[config.mk]
export PLATFORM = sky130hd
export DESIGN_NAME = usb_rx_packet
export DESIGN_NICKNAME = d
export VERILOG_FILES = /design/src/rtl/usb_pkg.sv /design/src/rtl/usb_crc16.sv /design/src/rtl/usb_rx_packet.sv
export SDC_FILE = /design/constraint.sdc
export NUM_CORES = 1
export LEC_CHECK = 0
export CORE_AREA = 2 2 120 122
export CTS_BUF_LIST = sky130_fd_sc_hd__clkbuf_8
export CTS_CLUSTER_SIZE = 30
export DETAILED_ROUTE_END_ITERATION = 12
export DIE_AREA = 0 0 122 124
export PLACE_DENSITY = 0.51
export SYNTH_ARGS = -nofsm -noshare
export SYNTH_HDL_FRONTEND = slang
export SYNTH_SLANG_ARGS = --single-unit
[constraint.sdc]
create_clock -name CLK_60M -period 5.05 [get_ports CLK_60M]
set_input_delay 0.7575 -clock CLK_60M [delete_from_list [all_inputs] [get_ports CLK_60M]]
set_output_delay 0.7575 -clock CLK_60M [all_outputs]
set_load 0.1 [all_outputs]
[src/rtl/usb_pkg.sv]
// Shared definitions for the USB receive packet path.
// Holds PID encodings, the packet-decoder FSM state type, CRC5/CRC16
// constants, the data-packet byte limit and the bitwise CRC helpers.
package usb_pkg;

  // PID[3:0] encodings
  localparam logic [3:0] PID_OUT   = 4'h1;
  localparam logic [3:0] PID_IN    = 4'h9;
  localparam logic [3:0] PID_SOF   = 4'h5;
  localparam logic [3:0] PID_SETUP = 4'hD;
  localparam logic [3:0] PID_DATA0 = 4'h3;
  localparam logic [3:0] PID_DATA1 = 4'hB;
  localparam logic [3:0] PID_DATA2 = 4'h7;
  localparam logic [3:0] PID_MDATA = 4'hF;
  localparam logic [3:0] PID_ACK   = 4'h2;
  localparam logic [3:0] PID_NAK   = 4'hA;
  localparam logic [3:0] PID_STALL = 4'hE;
  localparam logic [3:0] PID_NYET  = 4'h6;

  typedef enum logic [2:0] {
    ST_IDLE,
    ST_TOK1,
    ST_TOK2,
    ST_TOK_CHK,
    ST_DATA,
    ST_HSK_CHK,
    ST_DROP
  } state_t;

  localparam logic [4:0]  CRC5_INIT      = 5'h1F;
  localparam logic [4:0]  CRC5_POLY      = 5'h14;
  localparam logic [15:0] CRC16_INIT     = 16'hFFFF;
  localparam logic [15:0] CRC16_POLY     = 16'hA001;
  localparam logic [15:0] CRC16_RESIDUAL = 16'hB001;

  // 1024 payload bytes plus the two CRC16 bytes
  localparam logic [10:0] MAX_DATA_BYTES = 11'd1026;

  // CRC5 register over the 11 token bits {ENDP,ADDR}, LSB first
  function automatic logic [4:0] crc5_token(input logic [10:0] bits);
    logic [4:0] c;
    logic       fb;
    c = CRC5_INIT;
    for (int unsigned i = 0; i < 11; i++) begin
      fb = c[0] ^ bits[i];
      c  = c >> 1;
      if (fb) c = c ^ CRC5_POLY;
    end
    return c;
  endfunction

  // One byte of reflected CRC16, LSB first
  function automatic logic [15:0] crc16_byte(input logic [15:0] crc,
                                             input logic [7:0]  data);
    logic [15:0] c;
    logic        fb;
    c = crc;
    for (int unsigned i = 0; i < 8; i++) begin
      fb = c[0] ^ data[i];
      c  = c >> 1;
      if (fb) c = c ^ CRC16_POLY;
    end
    return c;
  endfunction

endpackage

[src/rtl/usb_crc16.sv]
// Byte-wide USB CRC16 register.
// Ports: clk; clear (synchronous, loads CRC16_INIT, has priority);
//        enable (fold data into the register); data (byte); crc (register).
// The parent drives clear during its reset, so no separate reset port.
module usb_crc16
  import usb_pkg::*;
(
  input  logic        clk,
  input  logic        clear,
  input  logic        enable,
  input  logic [7:0]  data,
  output logic [15:0] crc
);

  always_ff @(posedge clk) begin
    if (clear) begin
      crc <= CRC16_INIT;
    end else if (enable) begin
      crc <= crc16_byte(crc, data);
    end
  end

endmodule

[src/rtl/usb_rx_packet.sv]
// USB receive packet decoder sitting behind the ULPI byte stream.
// Ports: CLK_60M clock; NRST_A_USB synchronous active-low reset;
//        RX_DATA/RX_STRB/RX_END/RX_FAIL byte stream from the ULPI stage;
//        PID last accepted PID; TOKEN_VALID/TOKEN_ADDR/TOKEN_ENDP/FRAME_NUM
//        decoded tokens; HSK_VALID handshakes; DATA_O/DATA_STRB/DATA_END/
//        DATA_ERR payload stream with CRC16 removed; PKT_ERR any bad packet.
// All pulse outputs are registered and appear one cycle after the event.
module usb_rx_packet
  import usb_pkg::*;
(
  input  logic        CLK_60M,
  input  logic        NRST_A_USB,
  input  logic [7:0]  RX_DATA,
  input  logic        RX_STRB,
  input  logic        RX_END,
  input  logic        RX_FAIL,
  output logic [3:0]  PID,
  output logic        TOKEN_VALID,
  output logic [6:0]  TOKEN_ADDR,
  output logic [3:0]  TOKEN_ENDP,
  output logic [10:0] FRAME_NUM,
  output logic        HSK_VALID,
  output logic [7:0]  DATA_O,
  output logic        DATA_STRB,
  output logic        DATA_END,
  output logic        DATA_ERR,
  output logic        PKT_ERR
);

  state_t      state, state_nx, pid_target;
  logic        end_pend;
  logic        fail_now, end_now, byte_take;
  logic        pid_ok, crc5_ok, data_ok, line_full;
  logic [10:0] cnt;
  logic        ovf;
  logic [7:0]  tok_b1, tok_b2;
  logic [7:0]  dly0, dly1;
  logic [15:0] crc16;
  logic        crc_clear, crc_en;
  logic        token_valid_nx, hsk_valid_nx, pkt_err_nx;
  logic        data_end_nx, data_err_nx, data_strb_nx;

  // A byte arriving together with RX_END is consumed this cycle and the
  // end is acted on next cycle, once the byte is in the CRC/delay line.
  assign fail_now  = RX_FAIL && (state != ST_IDLE);
  assign end_now   = (RX_END && !RX_STRB) || end_pend;
  assign byte_take = RX_STRB && !fail_now && !end_pend;

  assign pid_ok    = (RX_DATA[3:0] == ~RX_DATA[7:4]);
  assign crc5_ok   = (tok_b2[7:3] == ~crc5_token({tok_b2[2:0], tok_b1}));
  assign line_full = (cnt >= 11'd2);
  assign data_ok   = line_full && !ovf && (crc16 == CRC16_RESIDUAL);

  assign crc_clear = !NRST_A_USB || (state == ST_IDLE);
  assign crc_en    = (state == ST_DATA) && byte_take;

  usb_crc16 u_crc16 (
    .clk    (CLK_60M),
    .clear  (crc_clear),
    .enable (crc_en),
    .data   (RX_DATA),
    .crc    (crc16)
  );

  always_comb begin
    case (RX_DATA[3:0])
      PID_OUT, PID_IN, PID_SETUP, PID_SOF:       pid_target = ST_TOK1;
      PID_DATA0, PID_DATA1, PID_DATA2, PID_MDATA: pid_target = ST_DATA;
      PID_ACK, PID_NAK, PID_STALL, PID_NYET:     pid_target = ST_HSK_CHK;
      default:                                   pid_target = ST_DROP;
    endcase
  end

  // State register
  always_ff @(posedge CLK_60M) begin
    if (!NRST_A_USB) state <= ST_IDLE;
    else             state <= state_nx;
  end

  // Next-state logic
  always_comb begin
    state_nx = state;
    if (fail_now) begin
      state_nx = ST_IDLE;
    end else begin
      case (state)
        ST_IDLE: if (byte_take) state_nx = pid_ok ? pid_target : ST_DROP;
        ST_TOK1: begin
          if (end_now)        state_nx = ST_IDLE;
          else if (byte_take) state_nx = ST_TOK2;
        end
        ST_TOK2: begin
          if (end_now)        state_nx = ST_IDLE;
          else if (byte_take) state_nx = ST_TOK_CHK;
        end
        ST_TOK_CHK, ST_HSK_CHK: begin
          if (end_now)        state_nx = ST_IDLE;
          else if (byte_take) state_nx = ST_DROP;
        end
        ST_DATA, ST_DROP: if (end_now) state_nx = ST_IDLE;
        default: state_nx = ST_IDLE;
      endcase
    end
  end

  // Output decode (registered below)
  always_comb begin
    token_valid_nx = 1'b0;
    hsk_valid_nx   = 1'b0;
    pkt_err_nx     = 1'b0;
    data_end_nx    = 1'b0;
    data_err_nx    = 1'b0;
    data_strb_nx   = (state == ST_DATA) && byte_take && line_full;
    if (fail_now) begin
      pkt_err_nx  = 1'b1;
      data_err_nx = (state == ST_DATA);
    end else if (end_now) begin
      case (state)
        ST_TOK1, ST_TOK2, ST_DROP: pkt_err_nx = 1'b1;
        ST_TOK_CHK: begin
          if (crc5_ok) token_valid_nx = 1'b1;
          else         pkt_err_nx     = 1'b1;
        end
        ST_HSK_CHK: hsk_valid_nx = 1'b1;
        ST_DATA: begin
          if (data_ok) begin
            data_end_nx = 1'b1;
          end else begin
            data_err_nx = 1'b1;
            pkt_err_nx  = 1'b1;
          end
        end
        default: ;
      endcase
    end
  end

  // Datapath and output registers
  always_ff @(posedge CLK_60M) begin
    if (!NRST_A_USB) begin
      end_pend    <= 1'b0;
      cnt         <= '0;
      ovf         <= 1'b0;
      tok_b1      <= '0;
      tok_b2      <= '0;
      dly0        <= '0;
      dly1        <= '0;
      PID         <= '0;
      TOKEN_VALID <= 1'b0;
      TOKEN_ADDR  <= '0;
      TOKEN_ENDP  <= '0;
      FRAME_NUM   <= '0;
      HSK_VALID   <= 1'b0;
      DATA_O      <= '0;
      DATA_STRB   <= 1'b0;
      DATA_END    <= 1'b0;
      DATA_ERR    <= 1'b0;
      PKT_ERR     <= 1'b0;
    end else begin
      end_pend    <= byte_take && RX_END;
      TOKEN_VALID <= token_valid_nx;
      HSK_VALID   <= hsk_valid_nx;
      PKT_ERR     <= pkt_err_nx;
      DATA_END    <= data_end_nx;
      DATA_ERR    <= data_err_nx;
      DATA_STRB   <= data_strb_nx;

      if (state == ST_IDLE) begin
        cnt <= '0;
        ovf <= 1'b0;
        if (byte_take && pid_ok) PID <= RX_DATA[3:0];
      end

      if ((state == ST_TOK1) && byte_take) tok_b1 <= RX_DATA;
      if ((state == ST_TOK2) && byte_take) tok_b2 <= RX_DATA;

      // Two-deep delay line: a byte leaves only when a newer one arrives,
      // so the trailing CRC16 pair is never emitted.
      if ((state == ST_DATA) && byte_take) begin
        if (cnt == MAX_DATA_BYTES) ovf <= 1'b1;
        else                       cnt <= cnt + 11'd1;
        dly0 <= RX_DATA;
        dly1 <= dly0;
        if (line_full) DATA_O <= dly1;
      end

      if (token_valid_nx) begin
        TOKEN_ADDR <= tok_b1[6:0];
        TOKEN_ENDP <= {tok_b2[2:0], tok_b1[7]};
        if (PID == PID_SOF) FRAME_NUM <= {tok_b2[2:0], tok_b1};
      end
    end
  end

endmodule

==> results.toml, run 1 <==
[status]
status = "finished clean"

[worst_setup_path]
rr_startpoint = "state[2]$_SDFFE_PP0P_"
cp_data_required_time_ns = 5.35
critPathLaunchType = "register"
rrSetupSlack_ns = 2.06
crit_chain = "or3_1 > and2_1 > nor4_1 > o21ai_0 > nor3_2 > mux2i_1"
worst-path-stages = 6
path_delay_family = "simple AND/OR/NAND/NOR gates"
rr_endpoint = "TOKEN_ADDR[5]$_SDFFE_PN0P_"
path_max_fanout = 17
crit_arrival_ns = 3.29
cpPeakStageDelay_ns = 0.85
worst-setup-path-type = "register to register"
crit_buf_inv = 0
slowest_stage = "nor3_2"
cp-end-kind = "register"
worstRegToRegCells = 6

[sta]
fin_crit_ns = 2.99
slew_headroom_pct = 26.3
setup_viol = 0
fmax_ghz = 0.334
finalHoldViolations = 0
tns_ns = 0
period_share_pct = 59.3
finClkSkew_ns = 0.0178
grt_setup_unrepaired = "no"
slew_violations = 0
tightest_slew_ns = 1.10
setup_ws_ns = 2.06

[synth]
synth.distinct_cells = 52
synth_area_leaders = "dfxtp_1 (44%), mux2i_1 (11%), nand2_1 (8.0%)"
async_flop_share_pct = 0
yosysMostFrequentCell = "dfxtp_1"
yosys_warnings = 0
netlist_area_sq_um = 4760
syn_nets = 553
yosys.area.top_type = "dfxtp_1"
synth_commonest_cells = "dfxtp_1 (104), nand2_1 (101), nor2_1 (55), mux2i_1 (50)"
synth-edff-count = 0
synth_flop_cell = "dfxtp_1"
syn_inst = 536
synth_top_cell_area_share_pct = 43.7
ys_seq_area_share_pct = 43.7
ys_ff_latch = 104
syn_area_per_cell_sq_um = 8.88

[global_route]
track_usage_pct = 14.6
grt_pass1_wl_mm = 17.3
grt_max_degree = 55
grt_overflow = 0
antenna_found_initial = 0
grt_pass1_vias = 3362

[min_path]
hp-start = "FRAME_NUM[5]$_SDFFE_PN0P_"
hold-path-cell-count = 2
hold_class = "register to register"
hold_path_end = "FRAME_NUM[5]$_SDFFE_PN0P_"

[routing]
post_drt_wl_per_cell_microns = 14.4
drc = 0
vias = 3710
drt_iter0_drc = 183
via_per_inst = 4.95
first_pass_iters = 7
antenna_left = 0
wl_mm = 10.8

[floorplan]
die_x_microns = 122
core-area_sq_um = 13700
start_util_pct = 34.7
die_height_microns = 124
row_count = 43
io_pins = 53
dieArea_sq_um = 15100

[clock_network]
post_cts_resized = 0
post_cts_buffers = 0
clk_pin_slew_ns = 0.11
htreeDepth = 3
cts_tree = "done"
insertion_delay_ns = 0.38
cts.sinks = 104
cts_buffer_depth = 2
cts-root-buf = "clkbuf_8"
cts_buffers = 9
hold_buffers = 0

[place]
dpl.cell_count = 733
gp_congestion = 0.809
io_buffers = 52
place_hpwl_mm = 7.44
pre_cts_ws_ns = 1.75

[final_layout]
area_growth_pct = 17.0
instances_no_fill = 749
nets = 581
multi_input_area_sq_um = 2490
drive_gt1_share_pct = 5.10
regArea_sq_um = 2080
n_antenna_cell = 0
fillers = 1396

[pwr]
power_frac_comb_pct = 19.7
ir_drop_mv = 0.109
p_per_area_nw_per_um2 = 323
internal_power_mw = 1.21
clock_power_share_pct = 31.0
power.total_mw = 1.80
power_frac_seq_pct = 49.3
switching_share_pct = 32.5
netSwitchingPower_mw = 0.585
p_leak_nw = 2.12

[job]
drv_cap = 0
==> area by class of cell <==
class	instances	area share (%)
clock buffer	9	2.22
clock inverter	7	1.51
inverter	6	0.404
multi-input combinational	388	44.7
sequential	104	37.4
tap	180	4.04
timing repair buffer	55	9.75
==> worst max path at each step <==
stage / slack [ns] / startpoint / endpoint
3_5_place_dp: 1.75 / RX_STRB / TOKEN_ADDR[1]$_SDFFE_PN0P_
4_1_cts: 2.00 / state[2]$_SDFFE_PP0P_ / TOKEN_ADDR[5]$_SDFFE_PN0P_
5_1_grt: 1.78 / state[2]$_SDFFE_PP0P_ / TOKEN_ADDR[5]$_SDFFE_PN0P_
6_report: 2.06 / state[2]$_SDFFE_PP0P_ / TOKEN_ADDR[5]$_SDFFE_PN0P_
3_3_place_gp: 1.77 / RX_STRB / TOKEN_ENDP[0]$_SDFFE_PN0P_
2_1_floorplan: 2.64 / RX_DATA[1] / u_crc16.crc[0]$_SDFFE_PP1P_
==> power by group through the flow <==
| stage | registers, mW | logic [mW] | clock network [mW] |
|---|---|---|---|
| 5_1_grt | 0.893 | 0.390 | 0.612 |
| 2_1_floorplan | 0.902 | 0.281 | 0 |
| 4_1_cts | 0.886 | 0.356 | 0.579 |
| 6_report | 0.887 | 0.354 | 0.558 |
| 3_5_place_dp | 0.905 | 0.353 | 0 |
| 3_3_place_gp | 0.904 | 0.354 | 0 |
==> routing by layer <==
metal | routed length [microns] | part of all wire (%) | up-vias | GRT usage (%)
met5 | 0 | 0 | - | 0
met3 | 467 | 4.3 | 7 | 3.02
met2 | 4950 | 46 | 71 | 23.6
li1 | - | - | 1887 | -
met1 | 5320 | 49 | 1745 | 19.8
met4 | 69 | 0.64 | 0 | 4.31
==> worst register-to-register path, delay by kind of cell, from the launching register on <==
kind / cells / cell delay (ns)
AOI/OAI and AO/OA: 1 / 0.17
DFF: 1 / 0.49
and+or+nand+nor: 4 / 2.00
muxes: 1 / 0.27
==> state kept, by name, indices dropped and copies added, names as in the netlist <==
name / count
HSK_VALID: 1
cnt: 11
tok_b1: 8
FRAME_NUM: 11
PKT_ERR: 1
TOKEN_ADDR: 7
DATA_O: 8
u_crc16.crc: 16
end_pend: 1
DATA_STRB: 1
TOKEN_ENDP: 4
dly0: 8
PID: 4
TOKEN_VALID: 1
DATA_END: 1
state: 3
DATA_ERR: 1
ovf: 1
dly1: 8
tok_b2: 8
==> kinds of logic after synthesis <==
logic type | count (synthesis) | share of synthesized area [%]
XOR/XNOR | 41 | 9.65
flip-flops | 104 | 43.7
multiplexers | 50 | 10.5
AO/OA/AOI/OAI | 74 | 9.70
adder cells (fa/ha/maj) | 4 | 1.05
AND/OR/NAND/NOR | 219 | 21.3
buffers and inverters | 44 | 4.02
==> layout by cell type (no fill, tap or decap), drive strengths merged, types with 2 or more instances in the layout <==
cell type      Yosys  final
or4                2      2
nand4              4      4
buf                6      3
xnor2             24     24
nand2b             3      3
dfxtp            104    104
and2               5      5
nor2              55     55
nand2            101    101
nand3b             6      6
clkdlybuf4s50      0     52
a21oi             32     32
clkinv             0      2
nand3             12     12
nor3               5      5
a211oi             4      4
inv                6     10
xnor3              6      6
or3                3      3
a31oi              3      3
and3               5      5
nor4              11     11
o21a               2      2
o211ai            10     10
mux2i             50     50
xor2              11     11
ha                 4      4
o21ai             12     12
a32oi              2      2
clkbuf            32      9
==> stage by stage <==
step	cell area (sq um)	hold slack, ns	util (%)
after floorplan	4760	0.432	-
after global placement	5360	0.442	39.1
after detailed placement	5360	0.447	39.1
after CTS	5570	0.460	40.6
after global routing	5570	0.481	40.6
final	5570	0.461	40.6
Power figures use the tool's default switching activity.
==> inputs of run 2 (changes only) <==
PLACE_DENSITY = 0.53   (was 0.51)
clock period = 2.58 ns   (was 5.05 ns; I/O delays follow)
==> run 2 against run 1 <==
Effect of this change:
- total power increased by 110%
- worst hold slack got worse by 0.0021 ns
- clock skew decreased by 0.0075 ns
- via count increased by 3.6%
- die area unchanged
- routed wire length increased by 2.6%
- first-iteration DRC count increased by 4.4%
- critical path depth increased by 1
- global-route usage increased by 0.70 points
- highest routed layer unchanged
==> results.toml, run 2 (synthesis results as in run 1) <==
[min_path]
hold_class = "register to register"
hp-start = "dly0[7]$_SDFFE_PN0P_"

[worst_setup_path]
rr_startpoint = "tok_b2[0]$_SDFFE_PN0P_"
startpoint = "tok_b2[0]$_SDFFE_PN0P_"
critPathLaunchType = "register"
worst-setup-path-type = "register to register"
rrSetupSlack_ns = 0.21
cp_data_required_time_ns = 2.88
path_max_fanout = 11
crit_arrival_ns = 2.66
cp-end-kind = "register"

[clock_network]
clk_pin_slew_ns = 0.10
cts_tree = "done"
cts_buffer_depth = 2
htreeDepth = 3
hold_buffers = 0
cts_buffers = 9
cts-root-buf = "clkbuf_8"
insertion_delay_ns = 0.37
cts.sinks = 104

[routing]
antenna_left = 0
post_drt_wl_per_cell_microns = 14.3
vias = 3843
drc = 0
via_per_inst = 4.95
first_pass_iters = 6
wl_mm = 11.1
drt_iter0_drc = 191

[global_route]
grt_util_met3_pct = 4.44
grt_pass1_vias = 3634
gr-max-usage-layer = "met2"
antenna_found_initial = 0
grt_overflow = 0
use_met2_pct = 25.9
grt_pass1_wl_mm = 18.1
track_usage_pct = 15.3
met1_usage_pct = 19.2
grt_max_degree = 42

[sta]
slew_violations = 0
tns_ns = 0
slew_headroom_pct = 54.2
fmax_ghz = 0.423
setup_viol = 0
grt_setup_unrepaired = "no"
finClkSkew_ns = 0.0103
tightest_slew_ns = 0.687
fin_crit_ns = 2.37
period_share_pct = 91.7
finalHoldViolations = 0

[final_layout]
final_cell_mix = "dfxtp_1 (103), nand2_1 (101), buf_4 (67), nor2_1 (55), mux2i_1 (50)"
area_growth_pct = 20.8
mostFrequentLayoutCell = "dfxtp_1"
stdcell_area_sq_um = 5750
reg.largest.list = "u_crc16.crc (16), FRAME_NUM (11), cnt (11)"
nets = 608
top_register = "u_crc16.crc"
n_antenna_cell = 0
instances_no_fill = 776
largest_reg_flops = 16
finish.utilization_pct = 41.9
drive_gt1_share_pct = 16.3

[floorplan]
row_count = 43
dieArea_sq_um = 15100
start_util_pct = 34.7
die_x_microns = 122
die_height_microns = 124
core-area_sq_um = 13700
io_pins = 53

[place]
dpl.cell_count = 760
gp_congestion = 0.858
io_buffers = 52
placed_cell_area_sq_um = 5500
place_hpwl_mm = 8.09

[pwr]
switching_share_pct = 30.0
ir_drop_mv = 0.551
p_per_area_nw_per_um2 = 649
p_leak_nw = 2.36
clock_power_share_pct = 33.3
power_frac_seq_pct = 45.4
power.total_mw = 3.73
power_frac_comb_pct = 21.3
netSwitchingPower_mw = 1.12
internal_power_mw = 2.61

[status]
status = "finished clean"

[job]
drv_cap = 0
run 2: changes by cell type in the layout (fill, tap and decap cells not counted):
cell,delta
clkinv_2,-1
bufinv_16,+2
clkdlybuf4s50_1,-40
clkinv_4,+1
dfxtp_2,+1
inv_8,-2
buf_12,+3
buf_4,+64
dfxtp_1,-1
run 2: layout make-up:
type,instances,area [sq um]
inverter,6,22.5
clock inverter,7,125
clock buffer,9,124
fill,1408,7970
multi-input combinational,388,2490
sequential,104,2080
tap,180,225
timing repair buffer,82,683
run 2: metrics by stage:
| stage | setup WS [ns] | hold slack (ns) |
|---|---|---|
| final | 0.214 | 0.459 |
| after global routing | 0.0691 | 0.485 |
| after global placement | 0.108 | 0.441 |
| after floorplan | 0.167 | 0.432 |
| after detailed placement | 0.133 | 0.447 |
| after CTS | 0.120 | 0.460 |
run 2: critical path, cell delays in order (launching register included):
cell     delay [ns]
dfxtp_1        0.38
xnor3_2        0.48
xor2_1         0.24
nand2_1        0.08
o311a_1        0.38
nor4_4         0.34
buf_12         0.19
mux2i_1        0.19
run 2: worst paths after layout:
kind,cells after the start,to
max,7,FRAME_NUM[2]$_SDFFE_PN0P_
min,2,dly1[7]$_SDFFE_PN0P_
max reg2reg,7,FRAME_NUM[2]$_SDFFE_PN0P_
min reg2reg,2,dly1[7]$_SDFFE_PN0P_
run 2: power groups by stage:
stage                     clock network (mW)  registers (mW)  logic (mW)
after detailed placement                   0            1.73       0.794
final                                   1.24            1.70       0.795
after global routing                    1.36            1.70       0.872
after floorplan                            0            1.77       0.550
after CTS                               1.29            1.70       0.798
after global placement                     0            1.73       0.787
run 2: layer usage:
metal | vias up | share of wire (%)
met3 | 9 | 4.0
li1 | 1947 | -
met4 | 0 | 1.2
met2 | 63 | 48
met5 | - | 0
met1 | 1824 | 47
run 2: timing repair:
item,CTS,global route
setup buffers,0,0
gates resized for setup,0,1
endpoints found under the setup margin,0,1
